`config.mk`:
```
export PLATFORM = sky130hd
export DESIGN_NAME = stream_join_n
export DESIGN_NICKNAME = d
export VERILOG_FILES = /design/src/rtl/stream_join_n.sv
export SDC_FILE = /design/constraint.sdc
export NUM_CORES = 1
export LEC_CHECK = 0
export BUFFER_PORTS_ARGS = -buffer_cell sky130_fd_sc_hd__buf_2
export CAP_MARGIN = 20
export CORE_AREA = 2 2 159 161
export DETAILED_ROUTE_END_ITERATION = 16
export DIE_AREA = 0 0 161 163
export PLACE_DENSITY = 0.77
export SYNTH_ARGS = -nofsm -noshare
export SYNTH_HDL_FRONTEND = slang
export SYNTH_SLANG_ARGS = --single-unit
```
`constraint.sdc`:
```
create_clock -name clk -period 2.33 [get_ports clk]
set_input_delay 0.1165 -clock clk [delete_from_list [all_inputs] [get_ports clk]]
set_output_delay 0.1165 -clock clk [all_outputs]
set_load 0.03 [all_outputs]
```
`src/rtl/stream_join_n.sv`:
```
`default_nettype none
// +----------------------------------------------------------------------------+
// | Module      : stream_join_n                                                |
// | Description : N-way stream join. Each branch feeds its own FIFO; a joined  |
// |               beat (the heads of all FIFOs) is offered whenever every FIFO |
// |               holds data. Adds sync flush, occupancy outputs, a sticky     |
// |               sustained-skew error and a free-running join counter.        |
// | Revision    : 1.0 - initial release                                        |
// +----------------------------------------------------------------------------+
module stream_join_n #(
   parameter int NUM_BR     = 2,
   parameter int DATA_W     = 32,
   parameter int DEPTH      = 4,
   parameter int SKEW_LIMIT = 64,
   localparam int OCC_W     = $clog2(DEPTH) + 1
) (
   input  logic                       clk,
   input  logic                       rst_n,
   input  logic                       flush,
   input  logic [NUM_BR-1:0]          br_valid,
   output logic [NUM_BR-1:0]          br_ready,
   input  logic [NUM_BR*DATA_W-1:0]   br_data,
   output logic                       out_valid,
   input  logic                       out_ready,
   output logic [NUM_BR*DATA_W-1:0]   out_data,
   output logic [NUM_BR*OCC_W-1:0]    occ,
   output logic                       skew_err,
   output logic [31:0]                join_count
);

   localparam int PTR_W = (DEPTH > 1) ? $clog2(DEPTH) : 1;

   logic [NUM_BR-1:0]        w_full;
   logic [NUM_BR-1:0]        w_empty;
   logic [NUM_BR-1:0]        w_push;
   logic                     w_pop;
   logic [NUM_BR*DATA_W-1:0] w_head;
   logic [31:0]              r_join_count;

   // A joined beat exists only when every branch has contributed its k-th beat.
   assign out_valid = ~|w_empty;
   // Flush discards the pop, so out_ready is ignored in that cycle.
   assign w_pop     = out_valid & out_ready & ~flush;
   // A full FIFO can still accept when its head leaves in the same cycle.
   assign br_ready  = flush ? '0 : (~w_full | {NUM_BR{w_pop}});
   assign w_push    = br_valid & br_ready;
   assign out_data  = out_valid ? w_head : '0;

   // ---------------------------------------------------------------------------
   // Per-branch FIFO with explicit occupancy so full/empty need no extra ptr bit
   // ---------------------------------------------------------------------------
   for (genvar i = 0; i < NUM_BR; i++) begin : g_br
      logic [DATA_W-1:0] r_mem [DEPTH];
      logic [PTR_W-1:0]  r_wr_ptr;
      logic [PTR_W-1:0]  r_rd_ptr;
      logic [OCC_W-1:0]  r_count;

      assign w_full[i]  = (r_count == OCC_W'(DEPTH));
      assign w_empty[i] = (r_count == '0);
      assign w_head[i*DATA_W +: DATA_W] = r_mem[r_rd_ptr];
      assign occ[i*OCC_W +: OCC_W]      = r_count;

      // Pointer and occupancy tracking; power-of-two depth lets pointers wrap naturally.
      always_ff @(posedge clk or negedge rst_n) begin
         if (!rst_n) begin
            r_wr_ptr <= '0;
            r_rd_ptr <= '0;
            r_count  <= '0;
         end else if (flush) begin
            r_wr_ptr <= '0;
            r_rd_ptr <= '0;
            r_count  <= '0;
         end else begin
            if (w_push[i]) r_wr_ptr <= r_wr_ptr + PTR_W'(1);
            if (w_pop)     r_rd_ptr <= r_rd_ptr + PTR_W'(1);
            if (w_push[i] && !w_pop)      r_count <= r_count + OCC_W'(1);
            else if (!w_push[i] && w_pop) r_count <= r_count - OCC_W'(1);
         end
      end

      // Payload storage; contents are don't-care while empty because out_data is gated.
      always_ff @(posedge clk) begin
         if (w_push[i]) r_mem[r_wr_ptr] <= br_data[i*DATA_W +: DATA_W];
      end
   end

   // ---------------------------------------------------------------------------
   // Sustained-skew monitor: some branch full while another is starved
   // ---------------------------------------------------------------------------
   if (SKEW_LIMIT > 0) begin : g_skew
      localparam int CNT_W = $clog2(SKEW_LIMIT + 1);
      logic             w_skewed;
      logic [CNT_W-1:0] r_skew_cnt;
      logic             r_skew_err;

      // A FIFO cannot be both full and empty, so the two flags imply distinct branches.
      assign w_skewed = (|w_full) & (|w_empty);
      assign skew_err = r_skew_err;

      // Count consecutive skewed cycles, saturate at the limit, latch the error.
      always_ff @(posedge clk or negedge rst_n) begin
         if (!rst_n) begin
            r_skew_cnt <= '0;
            r_skew_err <= 1'b0;
         end else if (flush) begin
            r_skew_cnt <= '0;
            r_skew_err <= 1'b0;
         end else if (w_skewed) begin
            if (r_skew_cnt != CNT_W'(SKEW_LIMIT)) r_skew_cnt <= r_skew_cnt + CNT_W'(1);
            if (r_skew_cnt >= CNT_W'(SKEW_LIMIT - 1)) r_skew_err <= 1'b1;
         end else begin
            r_skew_cnt <= '0;
         end
      end
   end else begin : g_no_skew
      assign skew_err = 1'b0;
   end

   // Joined-beat counter; survives flush and wraps modulo 2^32.
   always_ff @(posedge clk or negedge rst_n) begin
      if (!rst_n)     r_join_count <= '0;
      else if (w_pop) r_join_count <= r_join_count + 32'd1;
   end

   assign join_count = r_join_count;

endmodule
`default_nettype wire

```
==> flow_summary.json <==
{
  "cp.required_ns": 2.21,
  "grt_pass1_vias": 7287,
  "synth_cell_types": 44,
  "cts_tree": "done",
  "synth_nets": 773,
  "ys.flop_type": "edfxtp_1",
  "synth.top_cell.area_share": 0.6078,
  "hold_class": "in -> reg",
  "vias": 7086,
  "die_h_um": 163,
  "max_stage_delay_ns": 0.54,
  "fin_worst_skew_ns": 0.01978,
  "crit_path_top_delay_cell": "or3_2",
  "cp-end-kind": "output pin",
  "cp_max_fo": 64,
  "place_congestion": 0.7830,
  "synth.cell_area_um2": 12650,
  "synth_mux_area_frac": 0.1175,
  "antenna_found_initial": 0,
  "place_inst": 1187,
  "max_slew_margin": 0.5252,
  "synth.avg_cell_area_um2": 18.33,
  "cts-root-buf": "clkbuf_16",
  "yosys.area_share.simple": 0.09081,
  "hpwl_um": 14820,
  "fin_ws_ns": -0.01638,
  "timing.rr.start": "g_br[1].r_count[1]",
  "post-place-ws_ns": 0.04904,
  "slew_violations": 0,
  "ant_nets": 0,
  "synth_xor_xnor_area_share": 0.03037,
  "status": "complete, but fails checks",
  "grt_use_total": 0.1950,
  "routed_wl_um": 25920,
  "clk_transition_reported_paths_ns": 0.06,
  "synthCells": 690,
  "final_nets": 1043,
  "wl_per_cell_um": 19.75,
  "port_buffers": 175,
  "die-area_um2": 26240,
  "grt_max_degree": 65,
  "crit_path_cell_trace": "or3_2, buf_12, and3_1, buf_2",
  "path_class": "reg -> out",
  "grt-ovfl-total": 0,
  "ys_seq_area_frac": 0.7146,
  "crit_end": "out_data[15]",
  "drt_pass1_iterations": 4,
  "grt_first_pass_wirelength_um": 40050,
  "routed_via_density": 5.401,
  "synthAdderAreaFrac": 0.01405,
  "io_pins": 176,
  "rsz0062_at_grt": "true",
  "syn_to_final_growth_pct": 25.70,
  "setup_viol": 9,
  "fin_crit_ns": 2.346,
  "p_per_area_nw_per_um2": 875.0,
  "initial_core_util": 0.5126,
  "diodes": 0,
  "fp.coreArea_um2": 24670,
  "drive_gt1_frac": 0.3686,
  "cts_buffer_depth": 3,
  "power_mw": 13.91,
  "die_x_um": 161,
  "rows": 58,
  "crit_path_start_kind": "flop",
  "max_freq_mhz": 426.2,
  "async_flop_share": 0.1742,
  "r2r_setup_slack_ns": 0.04,
  "cts.sinks": 310,
  "synth_area_leaders": "edfxtp_1, mux4_2, dfrtp_1",
  "synth_top_family_by_area": "multiplexers",
  "post-route-util": 0.6444,
  "yosys_warnings": 0,
  "p_leak_nw": 6.244,
  "insertion_delay_ns": 0.55,
  "finalHoldViolCount": 0,
  "irDropWorstVdd_uv": 726.7,
  "reg2reg_depth": 6,
  "htreeDepth": 1,
  "finalCritPeriodShare": 1.007,
  "reg2reg_to": "g_br[0].r_count[2]",
  "cp.arrival_ns": 2.23,
  "synth_edf_count": 256,
  "cts_made_buffers": 31,
  "drc": 0,
  "fin_cells": 1312,
  "synth_compound_area_frac": 0.01326,
  "critPathLaunch": "g_br[1].r_count[1]",
  "cap_violations": 0,
  "violations": "setup timing",
  "worst_pin_slew_ns": 0.7122,
  "dr.first_iter.drc_count": 478,
  "ys_ff_latch": 310,
  "synth_area_leader_cell": "edfxtp_1"
}
## logic make-up (layout without fill, tap and decap cells)
logic type,count (synthesis),after routing
muxes,68,68
xor gates and xnor gates,43,43
AOI/OAI and AO/OA,18,18
buffers and inverters,54,346
and+or+nand+nor,184,184
adders and majority gates,13,13
DFF,310,310
## registers in the layout (all words and copies together) (netlist names)
signal and count:
g_br.r_mem 256, join_count 32, g_skew.r_skew_cnt 7, g_br.r_count 6, g_br.r_rd_ptr 4, g_br.r_wr_ptr 4
skew_err 1
## routing by layer
| metal | global-route usage | wire length (um) |
|---|---|---|
| met1 | 0.2568 | 10690 |
| met2 | 0.3336 | 13030 |
| met3 | 0.04686 | 1756 |
| met4 | 0.04383 | 433 |
| met5 | 0 | 0 |
## worst min path at each step
stage	startpoint	end	cells past startpoint
6_report	br_valid[1]	g_br[1].r_count[2]	4
5_1_grt	br_valid[1]	g_br[1].r_count[2]	4
4_1_cts	br_valid[1]	g_br[1].r_count[2]	4
3_5_place_dp	rst_n	join_count[27]	2
3_3_place_gp	rst_n	join_count[27]	2
2_1_floorplan	rst_n	g_br[0].r_count[0]	0
## metrics by stage
step / hold slack [ns] / setup TNS (ns) / area, um2
5_1_grt: 0.09511 / -0.2225 / 15900
3_5_place_dp: 0.3050 / 0 / 14130
6_report: 0.09674 / -0.06526 / 15900
4_1_cts: 0.05879 / -0.006987 / 15800
2_1_floorplan: -0.1791 / -0.07384 / 12690
3_3_place_gp: 0.2942 / 0 / 14130
## Yosys cell counts (2+ instances only)
cell type,instances
edfxtp_1,256
and3_1,70
o31ai_1,2
clkbuf_1,23
mux2_2,4
nand3_1,11
and3_4,2
nand4_4,2
dfrtp_1,54
and2_1,10
xnor2_1,22
o31a_1,4
a211oi_2,2
ha_1,11
o311a_1,2
a2111oi_2,2
mux4_2,64
nor3_2,7
a21o_1,3
nand2_1,23
nand3_2,3
buf_6,4
or3_1,2
nor3_1,6
inv_1,17
nand4_2,2
xor2_1,20
or2_1,2
fa_1,2
nand4_1,4
buf_2,10
nor2_1,31
nor4b_4,2
## power by group
part / switching, mW / internal, mW
Combinational: 1.66 / 1.08
Clock: 1.96 / 2.79
Sequential: 0.133 / 6.29
## cell type report
| type | count | area, um2 |
|---|---|---|
| flip-flops and latches | 310 | 9049 |
| fillers | 1755 | 8775 |
| multi-input cells | 326 | 3428 |
| repair buffers | 274 | 1969 |
| clock buffers | 44 | 865.8 |
| well taps | 330 | 412.9 |
| clock inverters | 11 | 110.1 |
| inverters | 17 | 63.81 |
## repair_timing
action,CTS,global route
pin swaps,0,1
hold buffers,66,0
gates cloned,0,2
buffers inserted,0,2
setup endpoints to repair,64,50
resized for setup,10,5
endpoints found under the hold margin,318,0
## cell usage in the layout, fill, tap and decap left out, types with 11 or more instances in the layout
master	synthesis	final
nand2_1	23	23
and3_1	70	69
buf_4	0	21
inv_1	17	17
dfrtp_1	54	46
xnor2_1	22	22
nor2_1	31	31
mux4_2	64	64
edfxtp_1	256	256
dlygate4sd3_1	0	66
xor2_1	20	20
clkbuf_16	0	34
buf_2	10	171
nand3_1	11	11
ha_1	11	11
## worst max-delay path, delay by kind of cell, from the launching register on
kind	cells	cell delay, ns
buffers and inverters	2	0.37
AND/OR/NAND/NOR	2	0.78
flip-flops	1	0.43
No activity file was read; power rests on OpenSTA's default activity.
